### config.mk
export PLATFORM = sky130hd
export DESIGN_NAME = control_turnos
export DESIGN_NICKNAME = d
export VERILOG_FILES = /design/src/rtl/tictac_pkg.sv /design/src/rtl/temporizador_turno.sv /design/src/rtl/control_turnos.sv
export SDC_FILE = /design/constraint.sdc
export NUM_CORES = 1
export LEC_CHECK = 0
export BUFFER_PORTS_ARGS = -buffer_cell sky130_fd_sc_hd__buf_2
export CAP_MARGIN = 15
export CORE_MARGIN = 2
export CORE_UTILIZATION = 58
export DETAILED_ROUTE_END_ITERATION = 10
export PLACE_DENSITY = 0.8
export SLEW_MARGIN = 20
export SYNTH_ARGS = -nofsm -noshare
export SYNTH_HDL_FRONTEND = slang
export SYNTH_SLANG_ARGS = --single-unit
### constraint.sdc
create_clock -name clk -period 2.5 [get_ports clk]
set_clock_uncertainty 0.15 [all_clocks]
set_input_delay 0.25 -clock clk [delete_from_list [all_inputs] [get_ports clk]]
set_output_delay 0.25 -clock clk [all_outputs]
set_load 0.01 [all_outputs]
### src/rtl/tictac_pkg.sv
// Shared types and helpers for the tic-tac-toe game sequencer.
package tictac_pkg;

   typedef enum logic [2:0] {
      StIdle,
      StClear,
      StTurn,
      StApply,
      StCheck,
      StFin
   } estado_fsm_e;

   localparam logic [1:0] EST_JUGANDO = 2'b00;
   localparam logic [1:0] EST_GANA_X  = 2'b01;
   localparam logic [1:0] EST_GANA_O  = 2'b10;
   localparam logic [1:0] EST_EMPATE  = 2'b11;

   localparam int unsigned NUM_CELDAS = 9;

   // Returns NUM_CELDAS when the board is full.
   function automatic logic [3:0] primera_libre(input logic [8:0] ocupado);
      logic [3:0] idx;
      idx = 4'(NUM_CELDAS);
      for (int i = int'(NUM_CELDAS) - 1; i >= 0; i--) begin
         if (!ocupado[i]) idx = 4'(i);
      end
      return idx;
   endfunction

endpackage

### src/rtl/temporizador_turno.sv
// Per-turn cycle counter; expira_o is high on the Limite-th enabled cycle after a clear.
module temporizador_turno #(
   parameter int unsigned Limite = 8
) (
   input  logic clk_i,
   input  logic rst_i,
   input  logic clr_i,
   input  logic en_i,
   output logic expira_o
);

   localparam int unsigned Ancho = (Limite > 1) ? $clog2(Limite) : 1;
   localparam logic [Ancho-1:0] Ultimo = Ancho'(Limite - 1);

   logic [Ancho-1:0] cuenta_q, cuenta_d;

   assign expira_o = (cuenta_q == Ultimo);

   // Saturates at expiry so a non-power-of-two limit never wraps.
   always_comb begin
      cuenta_d = cuenta_q;
      if (clr_i) begin
         cuenta_d = '0;
      end else if (en_i && !expira_o) begin
         cuenta_d = cuenta_q + Ancho'(1);
      end
   end

   always_ff @(posedge clk_i) begin
      if (rst_i) cuenta_q <= '0;
      else       cuenta_q <= cuenta_d;
   end

endmodule

### src/rtl/control_turnos.sv
// Tic-tac-toe sequencer: validates moves, alternates turns, strobes the win
// detectors, and declares win/draw with a per-turn auto-move timeout.
module control_turnos
   import tictac_pkg::*;
#(
   parameter int unsigned TURN_TIMEOUT = 250_000_000
) (
   input  logic       clk,
   input  logic       rst,
   input  logic       start,
   input  logic       mov_valid,
   input  logic [3:0] mov_pos,
   output logic       mov_ready,
   input  logic       gana_x,
   input  logic       gana_o,
   output logic [3:0] det_pos,
   output logic       det_we_x,
   output logic       det_we_o,
   output logic       det_rst,
   output logic [8:0] tablero_x,
   output logic [8:0] tablero_o,
   output logic       turno,
   output logic [1:0] estado_juego,
   output logic       mov_error,
   output logic       timeout
);

   estado_fsm_e state_q, state_d;
   logic [8:0]  tab_x_q, tab_x_d, tab_o_q, tab_o_d;
   logic        turno_q, turno_d;
   logic [1:0]  est_q, est_d;
   logic [3:0]  cnt_q, cnt_d, pos_q, pos_d;
   logic        we_x_q, we_x_d, we_o_q, we_o_d;
   logic        det_rst_q, det_rst_d, ready_q, ready_d;
   logic        err_q, err_d, tout_q, tout_d;

   logic [8:0]  ocupado, sel;
   logic        expira, celda_ok, mov_ok, mov_bad, gana_act;

   assign ocupado  = tab_x_q | tab_o_q;
   assign celda_ok = (mov_pos < 4'(NUM_CELDAS)) && !(|(ocupado & (9'd1 << mov_pos)));
   assign mov_ok   = mov_valid && celda_ok;
   assign mov_bad  = mov_valid && !celda_ok;
   assign gana_act = turno_q ? gana_o : gana_x;

   temporizador_turno #(
      .Limite(TURN_TIMEOUT)
   ) u_timer (
      .clk_i   (clk),
      .rst_i   (rst),
      .clr_i   (state_q != StTurn),
      .en_i    (state_q == StTurn),
      .expira_o(expira)
   );

   always_ff @(posedge clk) begin
      if (rst) state_q <= StIdle;
      else     state_q <= state_d;
   end

   always_comb begin
      state_d = state_q;
      unique case (state_q)
         StIdle, StFin: if (start) state_d = StClear;
         StClear:       state_d = StTurn;
         StTurn:        if (mov_ok || expira) state_d = StApply;
         StApply:       state_d = StCheck;
         StCheck:       state_d = (gana_act || cnt_q == 4'd9) ? StFin : StTurn;
         default:       state_d = StIdle;
      endcase
   end

   // Outputs are registered, so each one is computed for the state being entered.
   always_comb begin
      tab_x_d   = tab_x_q;
      tab_o_d   = tab_o_q;
      turno_d   = turno_q;
      est_d     = est_q;
      cnt_d     = cnt_q;
      pos_d     = pos_q;
      we_x_d    = 1'b0;
      we_o_d    = 1'b0;
      err_d     = 1'b0;
      tout_d    = 1'b0;
      sel       = '0;
      det_rst_d = (state_d == StClear);
      ready_d   = (state_d == StTurn);
      unique case (state_q)
         StIdle, StFin: begin
            if (start) begin
               tab_x_d = '0;
               tab_o_d = '0;
               cnt_d   = '0;
               turno_d = 1'b0;
               est_d   = EST_JUGANDO;
            end
         end
         StTurn: begin
            err_d = mov_bad;
            if (mov_ok) begin
               pos_d = mov_pos;
            end else if (expira) begin
               pos_d  = primera_libre(ocupado);
               tout_d = 1'b1;
            end
            if (state_d == StApply) begin
               sel   = 9'd1 << pos_d;
               cnt_d = cnt_q + 4'd1;
               if (turno_q) begin
                  tab_o_d = tab_o_q | sel;
                  we_o_d  = 1'b1;
               end else begin
                  tab_x_d = tab_x_q | sel;
                  we_x_d  = 1'b1;
               end
            end
         end
         StCheck: begin
            if (gana_act)             est_d   = turno_q ? EST_GANA_O : EST_GANA_X;
            else if (cnt_q == 4'd9)   est_d   = EST_EMPATE;
            else                      turno_d = !turno_q;
         end
         default: ;
      endcase
   end

   always_ff @(posedge clk) begin
      if (rst) begin
         tab_x_q   <= '0;
         tab_o_q   <= '0;
         turno_q   <= 1'b0;
         est_q     <= EST_JUGANDO;
         cnt_q     <= '0;
         pos_q     <= '0;
         we_x_q    <= 1'b0;
         we_o_q    <= 1'b0;
         det_rst_q <= 1'b1;
         ready_q   <= 1'b0;
         err_q     <= 1'b0;
         tout_q    <= 1'b0;
      end else begin
         tab_x_q   <= tab_x_d;
         tab_o_q   <= tab_o_d;
         turno_q   <= turno_d;
         est_q     <= est_d;
         cnt_q     <= cnt_d;
         pos_q     <= pos_d;
         we_x_q    <= we_x_d;
         we_o_q    <= we_o_d;
         det_rst_q <= det_rst_d;
         ready_q   <= ready_d;
         err_q     <= err_d;
         tout_q    <= tout_d;
      end
   end

   assign mov_ready    = ready_q;
   assign det_pos      = pos_q;
   assign det_we_x     = we_x_q;
   assign det_we_o     = we_o_q;
   assign det_rst      = det_rst_q;
   assign tablero_x    = tab_x_q;
   assign tablero_o    = tab_o_q;
   assign turno        = turno_q;
   assign estado_juego = est_q;
   assign mov_error    = err_q;
   assign timeout      = tout_q;

endmodule

Word-level counts from Yosys, hierarchy flattened:

Index checks and enable logic that the tools add are counted.

* bits in latches: 0
* register bits after elaboration: 66
* memory bits (writable): 0
* bits in read-only memories: 0
* input port bits: 10
* word-level logic and storage cells: 106
* memories: 0

* magnitude comparators: 1
* bitwise logic cells: 6
* shifts and indexed selects: 2
* add/sub/neg operators: 2
* eq/ne operators: 18
* multiply operators: 0
* muxes and demuxes: 39
* div/mod/pow operators: 0
* reductions and logical operators: 24

Operators by type and width (count)
* 2-to-1 mux 4 bit: 13
* 2-to-1 mux 9 bit: 5
* case mux 9 bit (2 select lines): 2
* adder 28 x 1 -> 28 bit (second input constant): 1
* equality test 28 bit (second input constant): 1
* bitwise OR 9 bit: 3
* << shifter 1 x 4 -> 9 bit (first input constant): 2
* case mux 3 bit (5 select lines): 1
* equality test 3 x 2 -> 1 bit (second input constant): 4
* != test 2 bit (second input constant): 6
* AND reduction 4 bit: 3
* AND 9 bit: 1
* 2-to-1 mux 3 bit: 3
* OR reduction 9 bit: 1
* 2-to-1 mux 1 bit: 8
* 2-to-1 mux 2 bit: 4
* case mux 4 bit (2 select lines): 1
* equality test 3 x 1 -> 1 bit (second input constant): 2
* equality test 3 bit (second input constant): 2
* AND reduction 3 bit: 2
* OR reduction 2 bit: 3
* OR reduction 3 bit: 2
* adder 4 x 1 -> 4 bit (second input constant): 1
* equality test 4 bit (second input constant): 1
* other kinds (11): 20

Depth between registers and ports, before layout:

Gate-level depths: netlist of the first run.

* word-level depth: 18
* gate-level depth with buffers: 9
* mapped depth without buffers: 9

Cells and area by module:

A second synthesis of the first run with hierarchy kept.

* cells, all modules: 443
* area total of the unflattened synthesis: 3664.8 um2

By module, submodules not included
* control_turnos: times used 1, cells an instance 273, area an instance 2252.2 um2
* temporizador_turno: times used 1, cells an instance 170, area an instance 1412.6 um2

Worst setup path before layout of the first run:

OpenSTA, ideal clock, no wires.

* path type: reg-to-reg
* start point: register tab_o_q[2] (netlist: tablero_o[2])
* end point: register cnt_q[3]
* path slack: 0.188 ns
* cell stages (with the launch flop): 8
* buffers on the path: 0
* arrival: 2.093 ns
* path through: dfxtp_1 -> or2_1 -> mux4_2 -> o21a_4 -> o21ai_2 -> a21oi_2 -> or4_1 -> o21ai_1

* word-level cells in the longest chain between the ends: 12

RTL lines
* from (decl): RTL line control_turnos.sv:29 `logic [8:0] tab_x_q, tab_x_d, tab_o_q, tab_o_d;`
* from (signal assigned): RTL line control_turnos.sv:143 `tab_o_q <= tab_o_d;`
* bitwise OR 9 bit: RTL line control_turnos.sv:40 `assign ocupado = tab_x_q | tab_o_q;`
* AND 9 bit: RTL line control_turnos.sv:41 `assign celda_ok = (mov_pos < 4'(NUM_CELDAS)) && !(|(ocupado & (9'd1 << mov_pos)));`
* OR reduction 9 bit: RTL line control_turnos.sv:41
* zero test 1 bit: RTL line control_turnos.sv:41
* logical AND 1 bit: RTL line control_turnos.sv:41
* logical AND 1 bit: RTL line control_turnos.sv:42 `assign mov_ok = mov_valid && celda_ok;`
* logical OR 1 bit: RTL line control_turnos.sv:66 `StTurn: if (mov_ok || expira) state_d = StApply;`
* 2-to-1 mux 3 bit: RTL line control_turnos.sv:66
* case mux 3 bit (5 select lines): RTL line control_turnos.sv:63 `unique case (state_q)`
* equality test 3 x 2 -> 1 bit: RTL line control_turnos.sv:106 `if (state_d == StApply) begin`
* != test 2 bit (no source line)
* AND reduction 3 bit (no source line)
* to (signal assigned): RTL line control_turnos.sv:146 `cnt_q <= cnt_d;`
* to (decl): RTL line control_turnos.sv:32 `logic [3:0] cnt_q, cnt_d, pos_q, pos_d;`

Every way passes these cells.
A chain may end at the register's enable or synchronous reset.

Final worst setup path of the first run:

* start point: register tab_o_q[0] (netlist: tablero_o[0])
* end point: register tab_o_q[1] (netlist: tablero_o[1])

* word-level cells in the longest chain between the ends: 13

RTL lines (RTL line)
* bitwise OR 9 bit *: control_turnos.sv:40
* branches (longest 12 deep; another with AND 9 bit)

Every way passes the cells marked *. The select of a mux whose other input is x is not followed.

==> flow_summary.json, run 1 <==
{
  "synthTopCellsByCount": "dfxtp_1, nor2_1, nand2_1",
  "worstPathArrival_ns": 2.58,
  "cts_buffers": 9,
  "fin_tns_setup_ns": 0,
  "syn_avg_cell_area_um2": 8.765,
  "die_h_um": 80.18,
  "synth_top_area_share_pct": 39.26,
  "nets": 459,
  "synth_top_family_by_area": "simple AND/OR/NAND/NOR gates",
  "clock_latency_ns": 0.34,
  "num_vias": 3163,
  "coreArea_mm2": 0.005540,
  "die-area_mm2": 0.006428,
  "power_mw": 2.381,
  "grt_pass1_wl_um": 13440,
  "gr-total-overflow": 0,
  "drtPass1Iterations": 5,
  "drive_gt1_share_pct": 26.39,
  "track_usage_pct": 26.83,
  "status": "complete, no violations",
  "async_flop_share_pct": 0,
  "syn_nets": 397,
  "slew_violations": 0,
  "wl_per_cell_um": 16.17,
  "grt_antenna_before_repair": 0,
  "place_area_mm2": 0.003757,
  "start_util_pct": 60.75,
  "drc": 0,
  "num_rows": 27,
  "fin_crit_sh_pct": 98.46,
  "place_congestion": 0.9357,
  "power.leakage_nw": 1.604,
  "cts_root_buf": "clkbuf_8",
  "hp-class": "input port to flip-flop",
  "viasPerCell": 6.048,
  "setup_viol": 0,
  "whs_ns": 0.08646,
  "cp-end-kind": "flip-flop",
  "final_util_pct": 73.24,
  "ys.flop_type": "dfxtp_1",
  "synth_compound_area_share_pct": 14.50,
  "clock_sinks": 66,
  "max_stage_delay_ns": 0.52,
  "period_needed_ns": 2.462,
  "hold_viol": 0,
  "relSlewSlack_pct": 57.21,
  "muxShareOfSynthArea_pct": 4.052,
  "dieWidth_um": 80.18,
  "hpwlAfterDp_um": 5824,
  "yosys_register_bits": 66,
  "yosys.area_share.xor_xnor_pct": 6.245,
  "antennaDiodeCount": 0,
  "portBuffers": 40,
  "power_density_mw_per_mm2": 586.8,
  "cts-htree-levels": 3,
  "fmax_mhz": 406.2,
  "critPathKind": "flip-flop to flip-flop",
  "ir_worst_vdd_mv": 0.6058,
  "synth_top_cells_by_area": "dfxtp_1, nor2_1, nand2_1",
  "ios": 41,
  "postSynthCellCount": 384,
  "clkTransAtPathRegs_ns": 0.07,
  "slowest_stage": "mux4_2",
  "ant_nets": 0,
  "area_growth_pct": 20.56,
  "synth-edff-count": 0,
  "synth_cell_type_count": 76,
  "crit_required_ns": 2.61,
  "yosysMostFrequentCell": "dfxtp_1",
  "max-cap-violations": 0,
  "synth_seq_area_share_pct": 39.26,
  "wl_um": 8458,
  "synth_warnings": 0,
  "grt_max_degree": 23,
  "drtIter0Drc": 271,
  "synth_top_cell_by_area": "dfxtp_1",
  "worst_pin_slew_ns": 0.6418,
  "synth_area_mm2": 0.003366,
  "worstPathCellList": "or2_1 -> mux4_2 -> o21ai_4 -> nand2_4 -> mux2_4 -> nand3b_4 -> o21ai_1",
  "grt_pass1_vias": 2846,
  "setup.worst_path.start_class": "flip-flop",
  "fin_area_mm2": 0.004058,
  "yosys.area_share.simple_pct": 32.01,
  "rsz0062_at_grt": "true",
  "cts_tree": "built",
  "clock_path_buffers": 2,
  "synthAdderAreaFrac_pct": 1.115,
  "path_max_fanout": 5
}
[cell type report]
type                            instances  area, um^2
Clock buffer                           11       131.4
Clock inverter                          5       78.83
Fill cell                             414        1483
Inverter                                9       33.78
Multi-Input combinational cell        299        2032
Sequential cell                        66        1321
Tap cell                               72       90.09
Timing Repair Buffer                   61       370.4
[per-layer routing]
layer,share of wire (%),global-route usage (%)
met2,46,40.75
met3,8.0,4.270
met1,43,37.16
met4,2.4,12.54
met5,0,0
[final timing paths]
path | endpoint | slack, ns | from | depth (start not counted)
hold reg to reg | cnt_q[3] | 0.32 | cnt_q[3] | 2
setup / recovery | tablero_o[1] | 0.04 | tablero_o[0] | 7
setup reg to reg | tablero_o[1] | 0.04 | tablero_o[0] | 7
hold / removal | mov_error | 0.09 | mov_valid | 3
[placed cells by master, fill, tap and decap left out, types with 5 or more instances in the layout]
cell,count
a21oi_1,16
and3_1,9
xor2_1,8
inv_1,8
buf_2,40
nor2_1,59
xnor2_1,16
or3_1,6
nand2_1,42
o21ai_1,13
nand4_1,6
mux2_4,5
o21ai_0,6
buf_4,20
clkbuf_8,9
nor3_1,6
dfxtp_1,66
nand3_1,14
[per-stage QoR]
| stage | setup slack [ns] | instances |
|---|---|---|
| global route | -0.04566 | 523 |
| CTS | 0.01997 | 522 |
| detailed placement | 0.04978 | 506 |
| floorplan | 0.1881 | 384 |
| global placement | 0.09529 | 506 |
| finish | 0.03844 | 523 |
[worst max-delay path: cells and delay by family (launching register included)]
kind	cells	cell delay, ns
simple gates	3	0.60
flops	1	0.35
mux	2	0.89
compound gates	2	0.40
[flip-flops by register name, summed over array words and instances, names as in the netlist]
| register | flops |
|---|---|
| state_q | 3 |
| det_we_x | 1 |
| det_rst | 1 |
| estado_juego | 2 |
| tablero_x | 9 |
| det_we_o | 1 |
| tablero_o | 9 |
| det_pos | 4 |
| turno | 1 |
| u_timer.cuenta_q | 28 |
| mov_ready | 1 |
| cnt_q | 4 |
| mov_error | 1 |
| timeout | 1 |
[report_power, final]
| part | leakage (nW) | internal [mW] | total, mW | switching [mW] |
|---|---|---|---|---|
| registers | 0.533 | 1.07 | 1.10 | 0.0224 |
| logic | 0.964 | 0.126 | 0.325 | 0.199 |
| clock network | 0.107 | 0.561 | 0.961 | 0.400 |
[cell families after synthesis]
| family | Yosys count |
|---|---|
| flip-flops | 66 |
| XOR/XNOR | 24 |
| buffers and inverters | 19 |
| adder cells (fa/ha/maj) | 3 |
| AND/OR/NAND/NOR | 194 |
| multiplexers | 10 |
| AO/OA/AOI/OAI | 68 |
[repair_timing]
item	CTS	global route
hold buffers	0	0
endpoints found under the setup margin	0	21
resized for setup	0	15
buffers inserted	0	1
(Power assumes the default switching activity.)
==> run 2: changes to the inputs <==
--- a/config.mk
+++ b/config.mk
@@ -8,9 +8,9 @@
 export BUFFER_PORTS_ARGS = -buffer_cell sky130_fd_sc_hd__buf_2
 export CAP_MARGIN = 15
 export CORE_MARGIN = 2
-export CORE_UTILIZATION = 58
+export CORE_UTILIZATION = 52
 export DETAILED_ROUTE_END_ITERATION = 10
-export PLACE_DENSITY = 0.8
+export PLACE_DENSITY = 0.75
 export SLEW_MARGIN = 20
 export SYNTH_ARGS = -nofsm -noshare
 export SYNTH_HDL_FRONTEND = slang
==> constraint.sdc (replaced) <==
create_clock -name clk -period 2.1 [get_ports clk]
set_clock_uncertainty 0.15 [all_clocks]
set_input_delay 0.21 -clock clk [delete_from_list [all_inputs] [get_ports clk]]
set_output_delay 0.21 -clock clk [all_outputs]
set_load 0.01 [all_outputs]
==> flow_summary.json, run 2 (synthesis results as in run 1) <==
{
  "hpwlAfterDp_um": 6661,
  "cts_buffers": 9,
  "worstHoldStart": "mov_valid",
  "dp_cells": 572,
  "reg2reg_slack_ns": -0.36,
  "drtPass1Iterations": 5,
  "hold-path-endpoint": "mov_error",
  "worstHoldPathCells": 3,
  "worst_pin_slew_ns": 0.4416,
  "ant_nets": 0,
  "layout_commonest_cell": "buf_4",
  "clock_path_buffers": 2,
  "clkTransAtPathRegs_ns": 0.07,
  "power.leakage_nw": 2.098,
  "status": "complete, but fails checks",
  "ios": 41,
  "drc": 0,
  "wl_um": 12090,
  "path_max_fanout": 6,
  "crit_required_ns": 2.19,
  "area_growth_pct": 48.22,
  "num_vias": 3782,
  "violations": "setup timing",
  "cts_hold_buf": 0,
  "max-cap-violations": 0,
  "antennaDiodeCount": 0,
  "clock_sinks": 66,
  "drive_gt1_share_pct": 48.57,
  "dieWidth_um": 84.45,
  "fin_ws_ns": -0.3556,
  "hold_viol": 0,
  "setup.worst_path.start_class": "flip-flop",
  "relSlewSlack_pct": 70.29,
  "grt_pass1_wl_um": 16730,
  "pre_cts_ws_ns": -0.2786,
  "largest_register_ffs": 28,
  "grt_antenna_before_repair": 0,
  "clock_latency_ns": 0.36,
  "grt_pass1_vias": 3422,
  "cts-htree-levels": 3,
  "critPathKind": "flip-flop to flip-flop",
  "gr-total-overflow": 0,
  "grt_max_degree": 30,
  "start_util_pct": 53.31,
  "hp-class": "input port to flip-flop",
  "period_needed_ns": 2.456,
  "power_density_mw_per_mm2": 593.4,
  "viasPerCell": 6.282,
  "nets": 533,
  "worstPathArrival_ns": 2.55,
  "regToRegEndpoint": "tablero_x[8]",
  "largest_register": "u_timer.cuenta_q",
  "rsz0062_at_grt": "true",
  "fin_crit_sh_pct": 116.9,
  "final_cell_mix": "buf_4, nor2_1, dfxtp_1",
  "portBuffers": 40,
  "die_h_um": 84.45,
  "place_congestion": 0.9269,
  "num_rows": 29,
  "slew_violations": 0,
  "fmax_mhz": 407.2,
  "setup_viol": 48,
  "cp-end-kind": "flip-flop",
  "reg2reg_depth": 8,
  "coreArea_mm2": 0.006314,
  "cts_tree": "built",
  "wl_per_cell_um": 20.09,
  "track_usage_pct": 29.41,
  "fin_cells": 602,
  "die-area_mm2": 0.007132,
  "ir_worst_vdd_mv": 0.5483,
  "cts_root_buf": "clkbuf_8",
  "drtIter0Drc": 448,
  "r2r-start": "tablero_o[0]"
}
run 2: changes by cell type in the layout (fill, tap and decap cells not counted), sizes merged:
cell | previous run | this run
clkbuf | 11 | 14
bufinv | 2 | 1
buf | 61 | 135
clkinv | 3 | 1
run 2: how the worst max path moves through the flow:
stage                   endpoint                  from  cells after the start
floorplan           tablero_x[2]          tablero_x[2]                      7
global placement    tablero_o[5]          tablero_x[3]                      7
detailed placement  tablero_o[5]          tablero_o[5]                      7
CTS                 tablero_o[5]          tablero_o[2]                      7
global route        tablero_x[4]  u_timer.cuenta_q[14]                      8
finish              tablero_x[8]          tablero_o[0]                      8
run 2: routing by layer:
| metal | global-route usage, % | part of all wire, % |
|---|---|---|
| met1 | 39.64 | 41 |
| met5 | 0 | 0 |
| met2 | 45.17 | 44 |
| met4 | 12.55 | 5.1 |
| met3 | 7.178 | 9.7 |
run 2: stage by stage:
stage / setup TNS (ns) / util, % / area [um^2] / power [mW] / hold slack, ns
2_1_floorplan: -2.354 / - / 3411 / 1.592 / 0.1291
4_1_cts: -5.959 / 74.97 / 4733 / 2.858 / 0.01222
3_3_place_gp: -6.933 / 67.38 / 4254 / 1.735 / 0.3041
6_report: -9.281 / 79.01 / 4989 / 2.960 / 0.03935
3_5_place_dp: -7.939 / 67.38 / 4254 / 1.742 / 0.3164
5_1_grt: -13.55 / 79.01 / 4989 / 3.026 / 0.05576
run 2: worst max-delay path, stage by stage (launching register included):
cell	delay (ns)
dfxtp_1	0.33
or2_1	0.25
mux4_2	0.52
o21ai_4	0.22
nand2_4	0.14
a21oi_4	0.28
buf_6	0.15
nor2_2	0.04
a32o_1	0.26
run 2: layout make-up:
type                            count  area [um^2]
Clock buffer                       14        162.7
Clock inverter                      2        35.03
Fill cell                         346         1325
Inverter                            9        33.78
Multi-Input combinational cell    299         2336
Sequential cell                    66         1343
Tap cell                           77        96.34
Timing Repair Buffer              135        982.2
run 2: report_power, final:
| group | internal (mW) | total (mW) | switching, mW | leakage (nW) |
|---|---|---|---|---|
| logic | 0.224 | 0.528 | 0.304 | 1.46 |
| registers | 1.28 | 1.30 | 0.0221 | 0.541 |
| clock network | 0.614 | 1.13 | 0.518 | 0.101 |
run 2: what timing repair did:
item                                    in CTS  in global routing
endpoints found under the setup margin      46                 51
pin swaps                                   24                 32
buffers inserted                             8                  8
resized for setup                           43                 57
